File: src/rtl/seqdet_pkg.sv
// Shared types and detector constants for the "101" sequence-detector scheduler.
package seqdet_pkg;

  typedef enum logic [1:0] {
    IDLE  = 2'd0,
    SHIFT = 2'd1,
    DONE  = 2'd2
  } sched_state_t;

  // Detector states, encoded {y2,y1}
  localparam logic [1:0] S00 = 2'b00;
  localparam logic [1:0] S01 = 2'b01;
  localparam logic [1:0] S10 = 2'b10;
  localparam logic [1:0] S11 = 2'b11;
  localparam logic [1:0] MATCH_STATE = S11;

  // y1' = w; y2' = (~w & y1) | (w & y2 & ~y1)
  function automatic logic [1:0] det_next(input logic [1:0] s, input logic w);
    det_next = {(~w & s[0]) | (w & s[1] & ~s[0]), w};
  endfunction

endpackage

File: src/rtl/seqdet_sched_if.sv
// Word-level request/result bundle between producers and the seqdet_sched block.
interface seqdet_sched_if #(
  parameter int unsigned WIDTH = 8
);
  localparam int unsigned CNT_W = $clog2(WIDTH + 1);

  logic             req0_valid;
  logic [WIDTH-1:0] req0_data;
  logic             req0_ready;
  logic             req1_valid;
  logic [WIDTH-1:0] req1_data;
  logic             req1_ready;
  logic             busy;
  logic             done;
  logic             done_id;
  logic [CNT_W-1:0] match_cnt;

  // Producer / result-consumer side
  modport master (
    output req0_valid, req0_data, req1_valid, req1_data,
    input  req0_ready, req1_ready, busy, done, done_id, match_cnt
  );

  // Scheduler side
  modport slave (
    input  req0_valid, req0_data, req1_valid, req1_data,
    output req0_ready, req1_ready, busy, done, done_id, match_cnt
  );

endinterface

File: src/rtl/seqdet_core.sv
// 2-bit Moore "101" detector (overlapping); advances on en, clears to S00 on clr.
module seqdet_core
  import seqdet_pkg::*;
(
  input  logic       clk,
  input  logic       rst,
  input  logic       en,
  input  logic       clr,
  input  logic       w,
  output logic [1:0] state,
  output logic       next_match
);

  logic [1:0] state_q, state_d;
  logic [1:0] nxt;

  always_comb begin
    nxt     = det_next(state_q, w);
    state_d = state_q;
    if (clr) begin
      state_d = S00;
    end else if (en) begin
      state_d = nxt;
    end
  end

  always_ff @(posedge clk or posedge rst) begin
    if (rst) begin
      state_q <= S00;
    end else begin
      state_q <= state_d;
    end
  end

  assign state      = state_q;
  assign next_match = en & ~clr & (nxt == MATCH_STATE);

endmodule

File: src/rtl/seqdet_sched.sv
// Round-robin two-requester scheduler serializing words MSB-first into a "101" detector.
// Build option SEQDET_CARRY_EN: detector state carries across words (cleared only by rst).
module seqdet_sched
  import seqdet_pkg::*;
#(
  parameter int unsigned WIDTH = 8
) (
  input  logic          clk,
  input  logic          rst,
  seqdet_sched_if.slave bus
);

  localparam int unsigned CNT_W = $clog2(WIDTH + 1);
  localparam int unsigned BIT_W = $clog2(WIDTH);

  sched_state_t     state_q, state_d;
  logic [WIDTH-1:0] sreg_q, sreg_d;
  logic [BIT_W-1:0] bit_q, bit_d;
  logic [CNT_W-1:0] cnt_q, cnt_d;
  logic [CNT_W-1:0] cnt_inc;
  logic             id_q, id_d;
  logic             pri1_q, pri1_d;
  logic             busy_q, busy_d;
  logic             done_q, done_d;
  logic             done_id_q, done_id_d;
  logic [CNT_W-1:0] match_cnt_q, match_cnt_d;

  logic             gnt0_c, gnt1_c;
  logic             det_en, det_clr, det_match;
  logic [1:0]       det_state;

  // Arbiter: grants only in IDLE; pri1_q set means req1 wins a tie
  always_comb begin
    gnt0_c = 1'b0;
    gnt1_c = 1'b0;
    if (state_q == IDLE) begin
      gnt1_c = bus.req1_valid & (~bus.req0_valid | pri1_q);
      gnt0_c = bus.req0_valid & ~gnt1_c;
    end
  end

  assign det_en = (state_q == SHIFT);
`ifdef SEQDET_CARRY_EN
  assign det_clr = 1'b0;
`else
  assign det_clr = gnt0_c | gnt1_c;
`endif

  seqdet_core u_core (
    .clk        (clk),
    .rst        (rst),
    .en         (det_en),
    .clr        (det_clr),
    .w          (sreg_q[WIDTH-1]),
    .state      (det_state),
    .next_match (det_match)
  );

  always_comb begin
    state_d     = state_q;
    sreg_d      = sreg_q;
    bit_d       = bit_q;
    cnt_d       = cnt_q;
    id_d        = id_q;
    pri1_d      = pri1_q;
    busy_d      = busy_q;
    done_d      = 1'b0;
    done_id_d   = done_id_q;
    match_cnt_d = match_cnt_q;
    cnt_inc     = cnt_q + CNT_W'(det_match);

    case (state_q)
      IDLE: begin
        if (gnt0_c | gnt1_c) begin
          state_d = SHIFT;
          sreg_d  = gnt1_c ? bus.req1_data : bus.req0_data;
          bit_d   = '0;
          cnt_d   = '0;
          id_d    = gnt1_c;
          pri1_d  = gnt0_c;
          busy_d  = 1'b1;
        end
      end
      SHIFT: begin
        sreg_d = {sreg_q[WIDTH-2:0], 1'b0};
        bit_d  = bit_q + BIT_W'(1);
        cnt_d  = cnt_inc;
        if (bit_q == BIT_W'(WIDTH - 1)) begin
          state_d     = DONE;
          done_d      = 1'b1;
          done_id_d   = id_q;
          match_cnt_d = cnt_inc;
        end
      end
      DONE: begin
        state_d = IDLE;
        busy_d  = 1'b0;
      end
      default: begin
        state_d = IDLE;
        busy_d  = 1'b0;
      end
    endcase
  end

  always_ff @(posedge clk or posedge rst) begin
    if (rst) begin
      state_q     <= IDLE;
      sreg_q      <= '0;
      bit_q       <= '0;
      cnt_q       <= '0;
      id_q        <= 1'b0;
      pri1_q      <= 1'b0;
      busy_q      <= 1'b0;
      done_q      <= 1'b0;
      done_id_q   <= 1'b0;
      match_cnt_q <= '0;
    end else begin
      state_q     <= state_d;
      sreg_q      <= sreg_d;
      bit_q       <= bit_d;
      cnt_q       <= cnt_d;
      id_q        <= id_d;
      pri1_q      <= pri1_d;
      busy_q      <= busy_d;
      done_q      <= done_d;
      done_id_q   <= done_id_d;
      match_cnt_q <= match_cnt_d;
    end
  end

  assign bus.req0_ready = gnt0_c;
  assign bus.req1_ready = gnt1_c;
  assign bus.busy       = busy_q;
  assign bus.done       = done_q;
  assign bus.done_id    = done_id_q;
  assign bus.match_cnt  = match_cnt_q;

  // The detector only moves while shifting, so it is frozen across DONE -> IDLE
  a_det_frozen_in_done: assert property (
    @(posedge clk) disable iff (rst)
    (state_q == DONE) |=> (det_state == $past(det_state))
  );

endmodule

File: src/flat_wrapper.sv
// flat-port wrapper written by rule: the top's interface ports become plain ports
module seqdet_sched_flat import seqdet_pkg::*;
#(
  parameter int unsigned WIDTH = 8
)
  (clk, rst, bus_req0_valid, bus_req0_data, bus_req1_valid, bus_req1_data, bus_req0_ready, bus_req1_ready, bus_busy, bus_done, bus_done_id, bus_match_cnt);
  seqdet_sched_if #(.WIDTH(WIDTH)) bus_i ();
  input  logic clk;
  input  logic rst;
  input wire logic [$bits(bus_i.req0_valid)-1:0] bus_req0_valid;
  input wire logic [$bits(bus_i.req0_data)-1:0] bus_req0_data;
  input wire logic [$bits(bus_i.req1_valid)-1:0] bus_req1_valid;
  input wire logic [$bits(bus_i.req1_data)-1:0] bus_req1_data;
  output wire logic [$bits(bus_i.req0_ready)-1:0] bus_req0_ready;
  output wire logic [$bits(bus_i.req1_ready)-1:0] bus_req1_ready;
  output wire logic [$bits(bus_i.busy)-1:0] bus_busy;
  output wire logic [$bits(bus_i.done)-1:0] bus_done;
  output wire logic [$bits(bus_i.done_id)-1:0] bus_done_id;
  output wire logic [$bits(bus_i.match_cnt)-1:0] bus_match_cnt;
  assign bus_i.req0_valid = bus_req0_valid;
  assign bus_i.req0_data = bus_req0_data;
  assign bus_i.req1_valid = bus_req1_valid;
  assign bus_i.req1_data = bus_req1_data;
  assign bus_req0_ready = bus_i.req0_ready;
  assign bus_req1_ready = bus_i.req1_ready;
  assign bus_busy = bus_i.busy;
  assign bus_done = bus_i.done;
  assign bus_done_id = bus_i.done_id;
  assign bus_match_cnt = bus_i.match_cnt;
  seqdet_sched #(.WIDTH(WIDTH)) u_core (.clk(clk), .rst(rst), .bus(bus_i));
endmodule
File: config.mk
export PLATFORM = sky130hd
export DESIGN_NAME = seqdet_sched_flat
export DESIGN_NICKNAME = d
export VERILOG_FILES = /design/src/rtl/seqdet_pkg.sv /design/src/rtl/seqdet_sched_if.sv /design/src/rtl/seqdet_core.sv /design/src/rtl/seqdet_sched.sv /design/src/flat_wrapper.sv
export SDC_FILE = /design/constraint.sdc
export NUM_CORES = 1
export LEC_CHECK = 0
export BUFFER_PORTS_ARGS = -buffer_cell sky130_fd_sc_hd__buf_4
export CORE_MARGIN = 1
export CORE_UTILIZATION = 30
export CTS_CLUSTER_SIZE = 24
export DETAILED_ROUTE_END_ITERATION = 12
export PLACE_DENSITY = 0.55
export RECOVER_POWER = 25
export SLEW_MARGIN = 0
export SYNTH_ARGS = -nofsm -noshare
export SYNTH_HDL_FRONTEND = slang
export SYNTH_HIERARCHICAL = 1
export SYNTH_SLANG_ARGS = --single-unit
File: constraint.sdc
create_clock -name clk -period 4.5 [get_ports clk]
set_input_delay 0.675 -clock clk [delete_from_list [all_inputs] [get_ports clk]]
set_output_delay 0.675 -clock clk [all_outputs]
set_load 0.02 [all_outputs]
# Word level (Yosys, flattened, before mapping)
# Cells that the tools add are included.
[classes] add_sub_neg=2 n_eq_ne=5 muxes=18 bitwise_logic=16 n_reduce_logical=8
[op_table] op="8-bit 2-to-1 mux" count=2
[op_table] op="8-bit one-hot mux with 2 select lines" count=1
[op_table] op="2-bit AND reduction" count=5
[op_table] op="2-bit 2-to-1 mux" count=4
[op_table] op="4-bit one-hot mux with 2 select lines" count=1
[op_table] op="1-bit AND" count=7
[op_table] op="1-bit NOT" count=6
[op_table] op="3-bit one-hot mux with 2 select lines" count=1
[op_table] op="1-bit 2-to-1 mux" count=5
[op_table] op="4-bit by 1-bit adder with 4-bit output" count=1
[op_table] op="4-bit 2-to-1 mux" count=1
[op_table] op="2-bit by 1-bit != test with 1-bit output, second input constant" count=2
[op_table] op="2-bit one-hot mux with 2 select lines" count=1
[op_table] op="2-bit nonzero test" count=2
[op_table] op="3-bit by 1-bit adder with 3-bit output, second input constant" count=1
[op_table] op="3-bit == test, second input constant" count=1
[op_table] op="3-bit 2-to-1 mux" count=1
[op_table] op="1-bit OR" count=3
[op_table] op="2-bit by 1-bit == test with 1-bit output, second input constant" count=1
[op_table] op="2-bit == test, second input constant" count=1
[op_table] op="2-bit zero test" count=1
[op_table] op="1-bit one-hot mux with 2 select lines" count=1
[totals] reg_bits=28 output_inout_bits=9 word_cells=60

# Depth between registers and ports, before layout
# Gate-level depths: netlist of the first run.
[depth] word_depth=12 mapped_depth=9 mapped_depth_nobuf=8

# By module
# Netlist of the first run, hierarchy kept.
[modules_own_cells] mod="seqdet_sched" instances=1 cells_per_inst=112 area_per_inst_um2=1213.7
[modules_own_cells] mod="seqdet_core" instances=1 cells_per_inst=11 area_per_inst_um2=108.9

# Worst setup path before layout of the first run
# OpenSTA, ideal clock, no wires.
[synth_timing] path_kind="input-to-reg" startpoint="input bus_req0_valid" endpoint="register u_core.match_cnt_q[1] (netlist: u_core/bus.match_cnt[1])" t_arrival_ns=1.929 required_time_ns=4.375 path_slack_ns=2.446 cell_stages=6 path_cell_list="o21a_1 buf_4 and4b_2 ha_1 ha_1 mux2_4"
[synth_via] elab_chain_cells=11 elab_cells_between_ends=12 cone_classes="add/sub: 1; mux: 2; bitwise: 9"
[synth_lines] element="from (decl)" line="flat_wrapper.sv:10" text="input wire logic [$bits(bus_i.req0_valid)-1:0] bus_req0_valid;"
[synth_lines] element="1-bit NOT" line="seqdet_sched.sv:37" text="gnt1_c = bus.req1_valid & (~bus.req0_valid | pri1_q);"
[synth_lines] element="1-bit OR" line="seqdet_sched.sv:37"
[synth_lines] element="1-bit AND" line="seqdet_sched.sv:37"
[synth_lines] element="1-bit NOT" line="seqdet_sched.sv:38" text="gnt0_c = bus.req0_valid & ~gnt1_c;"
[synth_lines] element="1-bit AND" line="seqdet_sched.sv:38"
[synth_lines] element="1-bit 2-to-1 mux" line="seqdet_sched.sv:36" text="if (state_q == IDLE) begin"
[synth_lines] element="1-bit OR (*)" line="seqdet_sched.sv:46" text="assign det_clr = gnt0_c | gnt1_c;"
[synth_lines] element="net u_core.det_clr" line="seqdet_sched.sv:29" text="logic det_en, det_clr, det_match;"
[synth_lines] element="1-bit NOT (*)" line="seqdet_core.sv:36" text="assign next_match = en & ~clr & (nxt == MATCH_STATE);"
[synth_lines] element="1-bit AND (*) (2 in a row)" line="seqdet_core.sv:36"
[synth_lines] element="net u_core.det_match" line="seqdet_sched.sv:29"
[synth_lines] element="4-bit by 1-bit adder with 4-bit output (*)" line="seqdet_sched.sv:70" text="cnt_inc = cnt_q + CNT_W'(det_match);"
[synth_lines] element="net u_core.cnt_inc[1]" line="seqdet_sched.sv:20" text="logic [CNT_W-1:0] cnt_inc;"
[synth_lines] element="to (signal assigned)" line="seqdet_sched.sv:128" text="match_cnt_q <= match_cnt_d;"
[synth_lines] element="to (decl)" line="seqdet_sched.sv:26" text="logic [CNT_W-1:0] match_cnt_q, match_cnt_d;"
# The timed path passes the listed nets; every way through them passes the cells marked *.
# A chain may end at the register's enable or synchronous reset.

# Worst setup path after layout of the first run
[layout_timing] startpoint="register u_core.state_q[0]" endpoint="register u_core.match_cnt_q[1] (netlist: u_core/bus.match_cnt[1])"
[layout_via] elab_chain_cells=7 elab_cells_between_ends=10 cone_classes="add/sub: 1; eq/ne: 1; mux: 2; bitwise: 4; reduce/logical: 2"
[layout_lines] element="from (decl)" line="seqdet_sched.sv:16" text="sched_state_t state_q, state_d;"
[layout_lines] element="from (signal assigned)" line="seqdet_sched.sv:119" text="state_q <= state_d;"
[layout_lines] element="2-bit zero test" line="seqdet_sched.sv:36"
[layout_lines] element="1-bit 2-to-1 mux" line="seqdet_sched.sv:36"
[layout_lines] element="1-bit OR" line="seqdet_sched.sv:46"
[layout_lines] element="1-bit NOT" line="seqdet_core.sv:36"
[layout_lines] element="1-bit AND (*) (2 in a row)" line="seqdet_core.sv:36"
[layout_lines] element="net u_core.det_match" line="seqdet_sched.sv:29"
[layout_lines] element="4-bit by 1-bit adder with 4-bit output (*)" line="seqdet_sched.sv:70"
[layout_lines] element="net u_core.cnt_inc[1]" line="seqdet_sched.sv:20"
# Marks and branches as above.

==> impl_metrics.py, run 1 <==
metrics = {
    "status": {
        "run_status": "completed",
    },
    "yosys": {
        "synth_warnings": 6,
        "synth_top_area_cell": "dfrtp_1",
        "synth_cells": 123,
        "netlist_top_cells_area": "dfrtp_1 (53%), mux2i_1 (6.8%), a21oi_1 (4.9%), nand2_1 (4.5%), ha_1 (3.8%)",
        "post-synth-top-area-fraction_pct": 52.98,
        "synth_cell_types": 31,
        "netlist_area_um2": 1323,
        "syn-num-nets": 147,
        "ys_seq_elements": 28,
        "seq_area_frac_synth_pct": 52.98,
        "avgSynthCellArea_um2": 10.75,
    },
    "grt": {
        "grt_pass1_wl_um": 4105,
        "track_usage_pct": 12.00,
        "grt_pass1_vias": 917,
        "antenna_found_initial": 0,
        "grt_max_degree": 27,
        "overflow": 0,
    },
    "sta": {
        "fin_crit_sh_pct": 52.47,
        "worst_pin_slew_ps": 986.6,
        "finClkSkew_ps": 2.406,
        "slew_violations": 0,
        "setup_viol": 0,
        "tns_ps": 0,
        "max-slew-margin-rel_pct": 34.16,
        "fmax_mhz": 423.5,
        "hold_viol": 0,
        "rsz0062_at_grt": "false",
        "min_period_ps": 2361,
    },
    "detailed_routing": {
        "wirelength_um": 2507,
        "firstDrtPassIters": 4,
        "viasPerCell": 4.748,
        "wl_per_cell_um": 12.41,
        "drc_errors": 0,
        "ant_nets": 0,
        "via_count": 959,
        "drtIter0Drc": 37,
    },
    "floorplan": {
        "die_h_um": 68.40,
        "ios": 29,
        "core.rowCount": 23,
        "die_x_um": 68.40,
        "initial_core_util_pct": 32.14,
        "core-area_um2": 4115,
        "fp.dieArea_um2": 4678,
    },
    "placed_design": {
        "io_buffers": 28,
        "gp_congestion": 0.7153,
        "place_inst": 198,
        "dp.final_hpwl_um": 1833,
        "place_area_um2": 1572,
    },
    "clock_network": {
        "cts_buffer_depth": 2,
        "insertion_delay_ps": 270,
        "cts_tree": "built",
        "cts_sinks": 28,
        "clk_pin_slew_worst_paths_ps": 90,
        "htreeDepth": 1,
        "cts_buffers": 3,
        "cts_setup_buffers": 0,
        "cts_resized": 0,
        "cts_root_buf": "clkbuf_8",
        "holdBufCountCts": 0,
    },
    "layout": {
        "fin_cells": 202,
        "area_growth_pct": 22.99,
        "regArea_um2": 700.7,
        "nets": 177,
        "multiInputGateArea_um2": 560.5,
        "final_area_um2": 1627,
        "layout-drive-gt1-share_pct": 26.97,
        "antenna_cells": 0,
        "filler_cell_count": 423,
    },
    "critical_path": {
        "reg2reg_to": "u_core/bus.match_cnt[1]",
        "path_class": "register to register",
        "crit-reg2reg-launch": "u_core/state_q[0]",
        "path_max_fanout": 16,
        "startpoint_type": "register",
        "reg2regPathDepth": 6,
        "cp.required_ps": 4660,
        "crit_path_end_kind": "register",
        "worst_ep_arrival_time_ps": 2530,
        "r2r_slack_ps": 2140,
    },
    "flow_run": {
        "timing.max_cap.violations": 0,
    },
    "pwr": {
        "p_total_uw": 955.5,
        "leakagePower_uw": 0.0008130,
        "p_per_area_nw_per_um2": 587.4,
        "ir_drop_uv": 171.7,
    },
    "min_path": {
        "hp-class": "input pin to asynchronous set/reset pin",
    },
}
==> cell usage after synthesis <==
| cell type | number |
|---|---|
| xnor2_1 | 1 |
| nand3b_1 | 1 |
| o2bb2ai_1 | 1 |
| nor3_1 | 1 |
| buf_4 | 1 |
| a31oi_1 | 1 |
| nand3_1 | 2 |
| nand2_1 | 16 |
| inv_4 | 1 |
| nor2b_2 | 1 |
| o21ai_0 | 10 |
| nand2b_1 | 2 |
| mux2i_1 | 9 |
| inv_1 | 6 |
| buf_6 | 1 |
| and4b_2 | 1 |
| o21bai_1 | 1 |
| mux2_4 | 3 |
| buf_2 | 1 |
| o21a_1 | 1 |
| a21oi_1 | 13 |
| o22ai_1 | 7 |
| dfrtp_1 | 28 |
| a21o_1 | 1 |
| or2_2 | 1 |
| o21ai_1 | 1 |
| nor2_1 | 4 |
| inv_6 | 1 |
| ha_1 | 4 |
| xor2_1 | 1 |
| nand2_8 | 1 |
==> state kept, by name, indices dropped and copies added (netlist names) <==
| signal | cells |
|---|---|
| u_core/bit_q | 3 |
| u_core/cnt_q | 4 |
| u_core/bus.done_id | 1 |
| u_core/state_q | 2 |
| u_core/sreg_q | 8 |
| u_core/pri1_q | 1 |
| u_core/u_core/state | 2 |
| u_core/id_q | 1 |
| u_core/bus.done | 1 |
| u_core/bus.match_cnt | 4 |
| u_core/bus.busy | 1 |
==> cell usage in the layout, fill, tap and decap left out, types with 2 or more instances in the layout <==
cell type,count
inv_1,6
nand2_1,16
ha_1,4
dfrtp_1,28
mux2_4,3
nor2_1,4
buf_4,27
nand2b_1,2
nand3_1,2
o21ai_0,10
clkbuf_8,4
mux2i_1,9
a21oi_1,13
o22ai_1,7
==> worst max path at each step <==
stage / slack, ps / startpoint / endpoint
2_1_floorplan: 2450 / bus_req0_valid / u_core/bus.match_cnt[1]
3_3_place_gp: 2110 / bus_req0_valid / u_core/bus.match_cnt[1]
3_5_place_dp: 2080 / bus_req0_valid / u_core/bus.match_cnt[1]
4_1_cts: 2140 / u_core/state_q[0] / u_core/bus.match_cnt[1]
5_1_grt: 1990 / u_core/state_q[0] / u_core/bus.match_cnt[1]
6_report: 2140 / u_core/state_q[0] / u_core/bus.match_cnt[1]
==> per-layer routing <==
layer	global-route usage [%]	vias up	routed length (um)
met2	20.10	17	1155
li1	-	492	-
met3	3.500	2	100
met4	3.125	0	27
met5	0	-	0
met1	14.95	448	1223
==> stage by stage <==
stage	hold WS, ps	util [%]	worst slack [ps]
floorplan	416.2	-	2446
CTS	247.9	39.53	2140
global route	248.3	39.53	1987
detailed placement	472.2	38.19	2079
finish	253.5	39.53	2139
global placement	466.7	38.19	2110
==> critical path, stage by stage, from the launching register on <==
cell     delay (ps)
dfrtp_1         430
nor2_1          270
o21a_1          520
and4b_2         300
ha_1            190
ha_1            290
mux2_4          260
==> cell families after synthesis <==
| kind of cell | count (synthesis) | synth area share (%) |
|---|---|---|
| AOI/OAI and AO/OA | 36 | 15.23 |
| and+or+nand+nor | 30 | 11.83 |
| DFF | 28 | 52.98 |
| muxes | 12 | 10.22 |
| buffers and inverters | 11 | 4.636 |
| adders and majority gates | 4 | 3.784 |
| xor gates and xnor gates | 2 | 1.325 |
==> report_power, final <==
part	internal, uW	switching, uW
Clock	78.3	75.4
Sequential	349	65.7
Combinational	172	215
Total	599	356
==> final cells by class <==
cell class / count / area share, %
Clock buffer: 4 / 3.385
Sequential cell: 28 / 43.08
Inverter: 8 / 2.308
Tap cell: 50 / 3.846
Timing Repair Buffer: 28 / 12.92
Multi-Input combinational cell: 84 / 34.46
(Power assumes the default switching activity.)
==> run 2, diff against run 1 <==
ABC_AREA = 1   (was unset)
clock period = 2.3 ns   (was 4.5 ns; I/O delays follow)
==> impl_metrics.py, run 2 <==
metrics = {
    "yosys": {
        "synth_warnings": 6,
        "syn-num-nets": 187,
        "netlist_area_um2": 1414,
        "synth_compound_area_share_pct": 6.637,
        "synth_top_area_cell": "dfrtp_1",
        "synthArstFlopShare_pct": 100.0,
        "synth-edff-count": 0,
        "synth_cell_types": 26,
        "synth_cells": 163,
        "synth_top_family_by_area": "simple AND/OR/NAND/NOR gates",
        "ys.flop_type": "dfrtp_1",
        "ys_top_cells_by_count": "nand2_1 (50), dfrtp_1 (28), inv_1 (13), nor2_1 (13), nand3_1 (11)",
        "netlist_top_cells_area": "dfrtp_1 (50%), nand2_1 (13%), nand3_1 (3.9%), ha_1 (3.5%), o21ai_0 (3.5%)",
        "synth_mux_area_share_pct": 0,
        "synth_most_common_cell": "nand2_1",
        "synth_xor_area_share_pct": 1.239,
        "post_synth_fa_ha_maj_area_fraction_pct": 3.540,
        "synth_simple_gate_area_share_pct": 32.21,
        "ys_seq_elements": 28,
        "avgSynthCellArea_um2": 8.674,
        "post-synth-top-area-fraction_pct": 49.56,
        "seq_area_frac_synth_pct": 49.56,
    },
    "critical_path": {
        "worst_ep_arrival_time_ps": 2110,
        "startpoint_type": "register",
        "reg2regPathDepth": 10,
        "path_max_fanout": 12,
        "path_class": "register to register",
        "crit_path_end_kind": "register",
        "cp.required_ps": 2440,
    },
    "grt": {
        "grt_pass1_wl_um": 4864,
        "antenna_found_initial": 0,
        "grt_max_degree": 18,
        "overflow": 0,
        "track_usage_pct": 12.69,
        "grt_pass1_vias": 1020,
    },
    "detailed_routing": {
        "wirelength_um": 2877,
        "firstDrtPassIters": 8,
        "viasPerCell": 4.447,
        "ant_nets": 0,
        "drc_errors": 2,
        "via_count": 1094,
        "drtIter0Drc": 45,
        "wl_per_cell_um": 11.70,
    },
    "sta": {
        "fmax_mhz": 509.6,
        "hold_slack_ps": 385.3,
        "tns_ps": 0,
        "fin_ws_ps": 337.7,
        "setup_viol": 0,
        "min_period_ps": 1962,
        "max-slew-margin-rel_pct": 71.01,
        "fin_crit_sh_pct": 85.32,
        "slew_violations": 0,
        "worst_pin_slew_ps": 433.8,
        "hold_viol": 0,
        "finClkSkew_ps": 1.860,
        "rsz0062_at_grt": "false",
    },
    "layout": {
        "final_area_um2": 1713,
        "fin_util_pct": 38.54,
        "top_register": "u_core/sreg_q",
        "final_common_cell": "nand2_1",
        "largest_reg_flops": 8,
        "layout-drive-gt1-share_pct": 23.20,
        "filler_cell_count": 478,
        "area_growth_pct": 21.15,
        "most-common-layout-cells": "nand2_1 (50), dfrtp_1 (28), buf_4 (23), inv_1 (13), nor2_1 (13)",
        "antenna_cells": 0,
        "nets": 219,
    },
    "clock_network": {
        "cts_setup_buffers": 0,
        "cts_resized": 0,
        "cts_sinks": 28,
        "holdBufCountCts": 1,
        "htreeDepth": 1,
        "cts_root_buf": "clkbuf_8",
        "cts_buffers": 3,
        "clk_pin_slew_worst_paths_ps": 100,
        "cts_buffer_depth": 2,
        "insertion_delay_ps": 270,
        "cts_tree": "built",
    },
    "floorplan": {
        "core-area_um2": 4444,
        "die_x_um": 70.65,
        "die_h_um": 70.65,
        "core.rowCount": 24,
        "fp.dieArea_um2": 4991,
        "ios": 29,
        "initial_core_util_pct": 31.81,
    },
    "placed_design": {
        "io_buffers": 28,
        "gp_congestion": 0.7802,
        "place_ws_ps": 312.9,
        "place_area_um2": 1667,
        "dp.final_hpwl_um": 2207,
    },
    "min_path": {
        "hp-class": "input pin to register",
        "worstHoldPathCells": 5,
    },
    "pwr": {
        "leakagePower_uw": 0.0008920,
        "ir_drop_uv": 458.8,
        "p_per_area_nw_per_um2": 1173,
    },
    "status": {
        "violations": "design-rule violations",
        "run_status": "complete, but fails checks",
    },
    "flow_run": {
        "timing.max_cap.violations": 0,
    },
}
-- run 2: cell types whose count changed after synthesis, moves of 3 or more --
cell     before  now
o22ai_1       7    0
mux2i_1       9    0
nor2_4        0    3
a21oi_1      13    1
mux2_4        3    0
inv_1         6   13
o21ai_2       0    3
or2_1         0    5
nand2_1      16   50
nand3_1       2   11
nor2_1        4   13
inv_2         0    3
-- run 2: critical path: stages, from the launching register on --
cell	delay, ps
dfrtp_1	450
nor2_4	170
nand3_4	190
nand2_4	190
nor2_2	70
nand2_2	70
nor2_2	40
ha_1	180
ha_1	190
xnor2_1	170
o21ai_0	110
-- run 2: layer usage --
layer,GRT usage [%],wire length (um),part of all wire (%)
met2,19.74,1281,45
met3,3.561,133,4.6
met1,17.52,1443,50
met4,3.333,18,0.63
met5,0,0,0
-- run 2: area by class of cell --
type	count	area [um2]	area share [%]
Clock buffer	4	55.05	3.214
Multi-Input combinational cell	115	616.8	36.01
Timing Repair Buffer	30	209.0	12.20
Tap cell	52	65.06	3.798
Inverter	17	66.31	3.871
Sequential cell	28	700.7	40.91
-- run 2: kinds of logic after synthesis --
family | count (synthesis)
simple gates | 93
flops | 28
buf+inv | 20
compound gates | 16
fa+ha+maj | 4
xor+xnor | 2
-- run 2: final timing paths --
path | start | to | slack (ps)
setup / recovery | u_core/state_q[1] | u_core/bus.match_cnt[2] | 340
hold / removal | bus_req1_data[0] | u_core/sreg_q[0] | 390
setup reg to reg | u_core/state_q[1] | u_core/bus.match_cnt[2] | 340
hold reg to reg | u_core/pri1_q | u_core/pri1_q | 490
max in group asynchronous | rst | u_core/sreg_q[5] | 1130
min in group asynchronous | rst | u_core/u_core/state[1] | 470
-- run 2: report_power, final --
part / leakage (uW) / total [uW] / internal (uW) / switching [uW]
clock network: 0.0000288 / 309 / 153 / 155
logic: 0.000509 / 903 / 332 / 571
registers: 0.000354 / 796 / 685 / 112
total: 0.000892 / 2010 / 1170 / 838
-- run 2: through the flow --
step                total power (uW)  cells
floorplan                       1514    163
CTS                             2065    246
global placement                1730    241
global route                    2204    246
detailed placement              1753    241
finish                          2009    246
==> run 3, diff against run 2 <==
PLACE_DENSITY = unset   (was 0.55)
PLACE_DENSITY_LB_ADDON = 0.25   (was unset)
==> impl_metrics.py, run 3 (synthesis results as in run 2) <==
metrics = {
    "clock_network": {
        "cts_tree": "built",
        "cts_sinks": 28,
        "cts_buffer_depth": 2,
        "holdBufCountCts": 1,
        "cts_setup_buffers": 0,
        "cts_root_buf": "clkbuf_8",
        "insertion_delay_ps": 270,
        "clk_pin_slew_worst_paths_ps": 90,
        "cts_buffers": 3,
        "htreeDepth": 1,
        "cts_resized": 0,
    },
    "grt": {
        "overflow": 0,
        "grt_pass1_wl_um": 4347,
        "grt_max_degree": 27,
        "grt_pass1_vias": 936,
        "antenna_found_initial": 0,
        "track_usage_pct": 11.17,
    },
    "sta": {
        "tns_ps": 0,
        "max-slew-margin-rel_pct": 71.68,
        "hold_viol": 0,
        "rsz0062_at_grt": "false",
        "min_period_ps": 1924,
        "fmax_mhz": 519.8,
        "slew_violations": 0,
        "worst_pin_slew_ps": 423.7,
        "fin_ws_ps": 376.3,
        "finClkSkew_ps": 5.989,
        "setup_viol": 0,
        "fin_crit_sh_pct": 83.64,
    },
    "layout": {
        "nets": 219,
        "multiInputGateArea_um2": 616.8,
        "most-common-layout-cells": "nand2_1 (50), buf_4 (28), dfrtp_1 (28), inv_1 (13), nor2_1 (13)",
        "layout-drive-gt1-share_pct": 25.77,
        "antenna_cells": 0,
        "top_register": "u_core/sreg_q",
        "largest_reg_flops": 8,
        "area_growth_pct": 22.48,
        "final_area_um2": 1732,
        "final_common_cell": "nand2_1",
        "filler_cell_count": 464,
        "regArea_um2": 700.7,
    },
    "pwr": {
        "ir_drop_uv": 533.2,
        "p_per_area_nw_per_um2": 1163,
        "leakagePower_uw": 0.0009120,
    },
    "detailed_routing": {
        "drtIter0Drc": 61,
        "wirelength_um": 2701,
        "via_count": 1068,
        "wl_per_cell_um": 10.98,
        "firstDrtPassIters": 4,
        "drc_errors": 0,
        "ant_nets": 0,
        "viasPerCell": 4.341,
    },
    "floorplan": {
        "ios": 29,
        "core.rowCount": 24,
        "die_x_um": 70.65,
        "fp.dieArea_um2": 4991,
        "core-area_um2": 4444,
        "initial_core_util_pct": 31.81,
        "die_h_um": 70.65,
    },
    "min_path": {
        "hp-class": "input pin to register",
    },
    "critical_path": {
        "startpoint_type": "register",
        "worst_ep_arrival_time_ps": 2060,
        "slowest_delay_ps": 450,
        "path_class": "register to register",
        "path_max_fanout": 12,
        "slowest_stage": "dfrtp_1",
        "cp.required_ps": 2440,
        "crit_path_end_kind": "register",
        "crit_chain": "nor2_4 > nand3_4 > nand2_4 > nor2_2 > nand2_2 > nor2_2 > ha_1 > ha_1 > xnor2_1 > o21ai_0",
    },
    "placed_design": {
        "place_area_um2": 1667,
        "place_ws_ps": 351.5,
        "gp_congestion": 0.7682,
        "io_buffers": 28,
        "dp.final_hpwl_um": 2076,
    },
    "flow_run": {
        "timing.max_cap.violations": 0,
    },
    "status": {
        "run_status": "completed",
    },
}
-- run 3: cell count changes in the layout (fill, tap and decap cells not counted), sizes merged --
| cell | delta |
|---|---|
| buf | +5 |
| clkbuf | -5 |
-- run 3: worst paths after layout --
kind,cells past startpoint,to,slack (ps),start
max,10,u_core/bus.match_cnt[2],380,u_core/state_q[1]
min,5,u_core/sreg_q[0],410,bus_req1_data[0]
max in group asynchronous,4,u_core/cnt_q[2],1360,rst
max reg2reg,10,u_core/bus.match_cnt[2],380,u_core/state_q[1]
min in group asynchronous,3,u_core/u_core/state[0],490,rst
min reg2reg,2,u_core/bit_q[1],490,u_core/bit_q[1]
-- run 3: area by class of cell --
cell class,instances,area share [%]
Clock buffer,4,3.179
Sequential cell,28,40.46
Timing Repair Buffer,30,13.15
Tap cell,52,3.757
Inverter,17,3.829
Multi-Input combinational cell,115,35.62
-- run 3: routing by layer --
metal  part of all wire (%)  GRT usage (%)
met1                     50          16.25
met2                     47          16.29
met3                    1.4          2.564
met4                    1.0          4.000
met5                      0              0
-- run 3: critical path, delay by kind of cell (launching register included) --
kind | cells | cell delay (ps)
flip-flops | 1 | 450
AO/OA/AOI/OAI | 1 | 90
AND/OR/NAND/NOR | 6 | 700
adder cells (fa/ha/maj) | 2 | 370
XOR/XNOR | 1 | 170
-- run 3: metrics by stage --
stage | std cells | total power [uW] | hold slack [ps] | utilization (%)
floorplan | 163 | 1514 | 86.18 | -
global placement | 241 | 1733 | 214.7 | 37.50
detailed placement | 241 | 1742 | 215.9 | 37.50
CTS | 246 | 2048 | 402.2 | 38.96
global route | 246 | 2207 | 413.1 | 38.96
finish | 246 | 2014 | 409.8 | 38.96
-- run 3: power by group --
group / internal, uW / switching (uW)
registers: 685 / 114
logic: 353 / 567
clock network: 153 / 142
total: 1190 / 823
